<file path="src/rtl/serial_tx_pkg.sv">
`default_nettype none
// ============================================================================
//  Module  : serial_tx_pkg
//  Purpose : Shared types and constants for the serial_tx_paridade transmitter.
//            Holds the frame FSM state encoding, the frame/data bit counts and
//            a helper that sizes the baud counter.
//  Ports   : none (package)
//  Rev     : 1.0  initial release
// ============================================================================
package serial_tx_pkg;

    // Start + 8 data + parity + stop
    localparam int FRAME_BITS = 11;
    localparam int DATA_BITS  = 8;
    localparam int IDX_W      = $clog2(DATA_BITS);

    typedef enum logic [2:0] {
        ST_IDLE   = 3'd0,
        ST_START  = 3'd1,
        ST_DATA   = 3'd2,
        ST_PARITY = 3'd3,
        ST_STOP   = 3'd4
    } state_t;

    // Counter width for a 0..n-1 counter; a single-cycle bit still needs one
    // flop so the counter has a legal, non-zero width.
    function automatic int unsigned cnt_width(input int unsigned n);
        return (n > 1) ? $clog2(n) : 1;
    endfunction

endpackage
`default_nettype wire

</file>
<file path="src/rtl/serial_tx_paridade_gerador_baud.sv">
`default_nettype none
// ============================================================================
//  Module  : gerador_baud
//  Purpose : Bit-period timer. Counts 0..CLKS_PER_BIT-1 while enabled and
//            flags the last cycle of each bit period. Held at zero while
//            disabled so every frame starts with a full-length first bit.
//  Ports   : clk      - system clock, rising edge
//            rst      - synchronous active-high reset
//            enable   - count while high, clear while low
//            bit_tick - high on the final cycle of a bit period
//  Rev     : 1.0  initial release
// ============================================================================
module gerador_baud
    import serial_tx_pkg::*;
#(
    parameter int unsigned CLKS_PER_BIT = 16
) (
    input  logic clk,
    input  logic rst,
    input  logic enable,
    output logic bit_tick
);

    localparam int unsigned CNT_W = cnt_width(CLKS_PER_BIT);
    localparam logic [CNT_W-1:0] LAST = CNT_W'(CLKS_PER_BIT - 1);

    logic [CNT_W-1:0] cnt_q;
    logic [CNT_W-1:0] cnt_d;

    always_comb begin
        cnt_d = cnt_q;
        if (!enable || (cnt_q == LAST)) begin
            cnt_d = '0;
        end else begin
            cnt_d = cnt_q + 1'b1;
        end
    end

    always_ff @(posedge clk) begin
        if (rst) begin
            cnt_q <= '0;
        end else begin
            cnt_q <= cnt_d;
        end
    end

    assign bit_tick = enable && (cnt_q == LAST);

endmodule
`default_nettype wire

</file>
<file path="src/rtl/serial_tx_paridade.sv">
`default_nettype none
// ============================================================================
//  Module  : serial_tx_paridade
//  Purpose : UART-style transmitter for a byte plus upstream parity. Frame is
//            start(0), 8 data bits LSB first, parity, stop(1); each bit held
//            CLKS_PER_BIT cycles. All outputs are registered.
//  Ports   : clk        - system clock, rising edge
//            rst        - synchronous active-high reset
//            data_in    - byte to transmit
//            parity_in  - even parity of data_in
//            valid_in   - data_in/parity_in valid
//            ready_out  - byte can be accepted this cycle
//            tx_out     - serial line, idle high
//            busy_out   - frame in progress
//            frame_done - one-cycle pulse after the stop bit completes
//  Rev     : 1.0  initial release
// ============================================================================
module serial_tx_paridade
    import serial_tx_pkg::*;
#(
    parameter int unsigned CLKS_PER_BIT = 16,
    parameter bit          PARITY_ODD   = 1'b0
) (
    input  logic                 clk,
    input  logic                 rst,
    input  logic [DATA_BITS-1:0] data_in,
    input  logic                 parity_in,
    input  logic                 valid_in,
    output logic                 ready_out,
    output logic                 tx_out,
    output logic                 busy_out,
    output logic                 frame_done
);

    state_t               state_q, state_d;
    logic [DATA_BITS-1:0] shift_q, shift_d;
    logic                 par_q,   par_d;
    logic [IDX_W-1:0]     idx_q,   idx_d;
    logic                 tx_q,    tx_d;
    logic                 ready_q, ready_d;
    logic                 busy_q,  busy_d;
    logic                 done_q,  done_d;
    logic                 bit_tick;

    // The timer runs exactly while a frame is on the line.
    gerador_baud #(
        .CLKS_PER_BIT (CLKS_PER_BIT)
    ) u_baud (
        .clk      (clk),
        .rst      (rst),
        .enable   (busy_q),
        .bit_tick (bit_tick)
    );

    always_comb begin
        state_d = state_q;
        shift_d = shift_q;
        par_d   = par_q;
        idx_d   = idx_q;
        tx_d    = tx_q;
        ready_d = ready_q;
        busy_d  = busy_q;
        done_d  = 1'b0;

        case (state_q)
            ST_IDLE: begin
                if (valid_in && ready_q) begin
                    shift_d = data_in;
                    par_d   = parity_in ^ PARITY_ODD;
                    idx_d   = '0;
                    tx_d    = 1'b0;
                    ready_d = 1'b0;
                    busy_d  = 1'b1;
                    state_d = ST_START;
                end
            end
            ST_START: begin
                if (bit_tick) begin
                    tx_d    = shift_q[0];
                    shift_d = shift_q >> 1;
                    idx_d   = '0;
                    state_d = ST_DATA;
                end
            end
            ST_DATA: begin
                if (bit_tick) begin
                    if (idx_q == IDX_W'(DATA_BITS - 1)) begin
                        tx_d    = par_q;
                        state_d = ST_PARITY;
                    end else begin
                        // shift_q[0] already holds the next bit to send
                        tx_d    = shift_q[0];
                        shift_d = shift_q >> 1;
                        idx_d   = idx_q + 1'b1;
                    end
                end
            end
            ST_PARITY: begin
                if (bit_tick) begin
                    tx_d    = 1'b1;
                    state_d = ST_STOP;
                end
            end
            ST_STOP: begin
                if (bit_tick) begin
                    ready_d = 1'b1;
                    busy_d  = 1'b0;
                    done_d  = 1'b1;
                    state_d = ST_IDLE;
                end
            end
            default: begin
                tx_d    = 1'b1;
                ready_d = 1'b1;
                busy_d  = 1'b0;
                state_d = ST_IDLE;
            end
        endcase
    end

    always_ff @(posedge clk) begin
        if (rst) begin
            state_q <= ST_IDLE;
            shift_q <= '0;
            par_q   <= 1'b0;
            idx_q   <= '0;
            tx_q    <= 1'b1;
            ready_q <= 1'b1;
            busy_q  <= 1'b0;
            done_q  <= 1'b0;
        end else begin
            state_q <= state_d;
            shift_q <= shift_d;
            par_q   <= par_d;
            idx_q   <= idx_d;
            tx_q    <= tx_d;
            ready_q <= ready_d;
            busy_q  <= busy_d;
            done_q  <= done_d;
        end
    end

    assign tx_out     = tx_q;
    assign ready_out  = ready_q;
    assign busy_out   = busy_q;
    assign frame_done = done_q;

endmodule
`default_nettype wire

</file>
<file path="config.mk">
export PLATFORM = sky130hd
export DESIGN_NAME = serial_tx_paridade
export DESIGN_NICKNAME = d
export VERILOG_FILES = /design/src/rtl/serial_tx_pkg.sv /design/src/rtl/serial_tx_paridade_gerador_baud.sv /design/src/rtl/serial_tx_paridade.sv
export SDC_FILE = /design/constraint.sdc
export NUM_CORES = 1
export LEC_CHECK = 0
export ABC_AREA = 1
export BUFFER_PORTS_ARGS = -buffer_cell sky130_fd_sc_hd__buf_2
export CAP_MARGIN = 20
export CELL_PAD_IN_SITES_DETAIL_PLACEMENT = 1
export CELL_PAD_IN_SITES_GLOBAL_PLACEMENT = 2
export CORE_ASPECT_RATIO = 0.5
export CORE_UTILIZATION = 33
export CTS_BUF_LIST = sky130_fd_sc_hd__clkbuf_8
export CTS_CLUSTER_SIZE = 14
export DETAILED_ROUTE_END_ITERATION = 6
export HOLD_SLACK_MARGIN = 0.1
export PLACE_DENSITY = 0.87
export SLEW_MARGIN = 30
export SYNTH_ARGS = -nofsm -noshare
export SYNTH_HDL_FRONTEND = slang
export SYNTH_SLANG_ARGS = --single-unit
export TNS_END_PERCENT = 20
</file>
<file path="constraint.sdc">
create_clock -name clk -period 1.7 [get_ports clk]
set_input_delay 0.17 -clock clk [delete_from_list [all_inputs] [get_ports clk]]
set_output_delay 0.17 -clock clk [all_outputs]
set_load 0.05 [all_outputs]
</file>
==> out/metrics.cfg <==
[run_status]
outcome=completed

[critical_path]
timing.reg2reg.setup_slack_ns=0.16
critical-path-max-stage-delay_ns=0.33
critPathMaxFanout=14
path_class=flop to flop
critPathBufInv=1
critical_path.startpoint_type=flop
worstPathRequired_ns=1.91
timing.critical_path.to_type=flop
cp_data_arrival_time_ns=1.75
timing.critical_path.slowest_stage_cell=sky130_fd_sc_hd__dfxtp_1
crit_path_cell_trace=ha_1 -> ha_1 -> nand3_1 -> inv_2 -> nor2_8 -> nand2_4 -> nand2_1 -> nand2_1 -> nor2_1
cell_family_with_the_largest_share_of_critical_path_delay=simple AND/OR/NAND/NOR gates

[route]
dr_wl_met3_um=119
wl_met2_um=1290
first_pass_iters=4
detail_route.vias_per_cell=4.62
wl_met1_um=1600
remaining_drc_errors=0
via_count=1173
final_antenna_net_count=0
route.top_layer_used=met4
routed_wire_length_per_instance_um=11.9
drt-initial-drc-count=28
post_detailed_routing_wire_length_um=3020

[cts]
cts-buffers-inserted=3
postCtsResizedCells=0
clk_latency_ns=0.27
cts.sinks=23
clock_tree.root_cell=sky130_fd_sc_hd__clkbuf_8
postCtsHoldBufs=0
post_cts_buffers=0
clk_pin_slew_worst_paths_ns=0.10
htreeDepth=1
tritoncts_clock_tree=done
ctsLongestPathBuffers=2

[global_routing]
maximum_number_of_pins_on_one_net_before_global_route_repair=15
grt_overflow=0
grt_first_pass_wirelength_um=5040
gr-usage-all-layers=0.159
grt_pass1_vias=1083
antenna_found_initial=0

[timing]
setup-violations-final=0
final.setup.tns_ns=0
maxSlewViolCount=0
rsz0062_at_grt=no
hold_violations=0
finalClockSkew_ns=0.0101
max_slew_margin=0.747
layout_min_cycle_time_ns=1.54
post-route-period-util=0.907
worst_slew_pin_slew_ns=0.379
finalWorstSetupSlack_ns=0.158
max_freq_mhz=648

[cells_and_area]
layout.cells.most_common=sky130_fd_sc_hd__nand2_1
finish.utilization=0.407
multi_input_comb_area_um2=709
post_route_cells_drive_above_1_share=0.236
mostFrequentLayoutCells=53 x sky130_fd_sc_hd__nand2_1, 27 x sky130_fd_sc_hd__nor2_1, 23 x sky130_fd_sc_hd__dfxtp_1
fin_nets=219
layout.area.seq_um2=460
antenna_diode_count=0
post-route-cell-area_mm2=0.00145
n_fill_cell=482
area.growth.synth_to_final_pct=13.3

[synthesis]
synth_compound_gate_area_share=0.0449
synth.yosys.seq_area_share=0.359
synth_fa_ha_area_frac=0.0293
synth-xor-area-share=0.00684
post_synth_and_or_nand_nor_area_fraction=0.473
synthMuxAreaShare=0
yosysWarningCount=0
synth_area_per_cell_um2=6.93
synth_top_family_by_area=simple AND/OR/NAND/NOR gates
postSynthCellCount=185
synth_nets=200
unique_cell_type_count_in_the_yosys_netlist=25
ys_ff_latch=23
mappedNetlistArea_mm2=0.00128

[place]
place_ws_ns=0.165
gp_congestion=0.831
buffer_ports.inserted=15
dpl-instance-area_mm2=0.00140
hpwlAfterDp_um=2280

[worst_hold_path]
timing.hold.worst.class=input pin to flop

[run]
maxCapViolations=0

[floorplan]
ios=16
fp.dieArea_mm2=0.00415
floorplan.core_area_mm2=0.00357
initial_core_util=0.359
num_rows=15
die_h_um=46.1
floorplan.die.width_um=90.1

-- Yosys cell counts (all sizes together) --
| cell type | number | area [um^2] |
|---|---|---|
| o21ai | 3 | 15.0 |
| nor4 | 1 | 6.26 |
| nand3 | 13 | 75.1 |
| buf | 2 | 25.0 |
| nand2 | 64 | 298 |
| xnor2 | 1 | 8.76 |
| nand4 | 4 | 25.0 |
| nor3 | 1 | 5.00 |
| nand3b | 1 | 7.51 |
| a21oi | 7 | 35.0 |
| ha | 3 | 37.5 |
| inv | 23 | 86.3 |
| or2 | 2 | 12.5 |
| nor2 | 36 | 176 |
| dfxtp | 23 | 460 |
| o21bai | 1 | 7.51 |
-- worst reg2reg max path: stages (launching register included) --
cell and delay (ns):
sky130_fd_sc_hd__dfxtp_1 0.33, sky130_fd_sc_hd__ha_1 0.19, sky130_fd_sc_hd__ha_1 0.20, sky130_fd_sc_hd__nand3_1 0.13, sky130_fd_sc_hd__inv_2 0.08, sky130_fd_sc_hd__nor2_8 0.15
sky130_fd_sc_hd__nand2_4 0.16, sky130_fd_sc_hd__nand2_1 0.11, sky130_fd_sc_hd__nand2_1 0.05, sky130_fd_sc_hd__nor2_1 0.08
-- sequential cells by signal, summed over array words and instances, names as in the netlist --
name / cells
par_q: 1
state_q: 3
ready_out: 1
busy_out: 1
shift_q: 8
u_baud.cnt_q: 4
tx_out: 1
frame_done: 1
idx_q: 3
-- path summary, 6_finish.rpt --
path | cells past startpoint | to | start
worst max register to register | 9 | shift_q[1] | idx_q[0]
worst min-delay path | 2 | busy_out | rst
worst max-delay path | 9 | shift_q[1] | idx_q[0]
worst min register to register | 1 | u_baud.cnt_q[0] | u_baud.cnt_q[0]
-- per-stage QoR --
stage / hold slack [ns] / cells
4_1_cts: 0.120 / 254
6_report: 0.121 / 254
2_1_floorplan: 0.239 / 185
5_1_grt: 0.125 / 254
3_3_place_gp: 0.412 / 250
3_5_place_dp: 0.418 / 250
-- cell families (layout without fill, tap and decap cells) --
family	count (synthesis)	after routing
compound gates	11	11
fa+ha+maj	3	3
flops	23	23
buf+inv	25	43
xor+xnor	1	1
simple gates	122	122
-- layout make-up --
cell class                 instances  share of cell area
multi-input combinational        137               0.489
sequential                        23               0.317
inverter                          23              0.0595
timing repair buffer              16              0.0569
tap                               51              0.0440
clock buffer                       3              0.0284
clock inverter                     1             0.00517
-- metal layers --
layer  track usage  up-vias
met5             0        -
met4        0.0290        0
met3        0.0479        2
met2         0.272       19
met1         0.205      540
li1              -      612
Power is left out: the tool's default activity adds up to more than one toggle a clock period on the data nets, which glitch-free logic cannot reach.
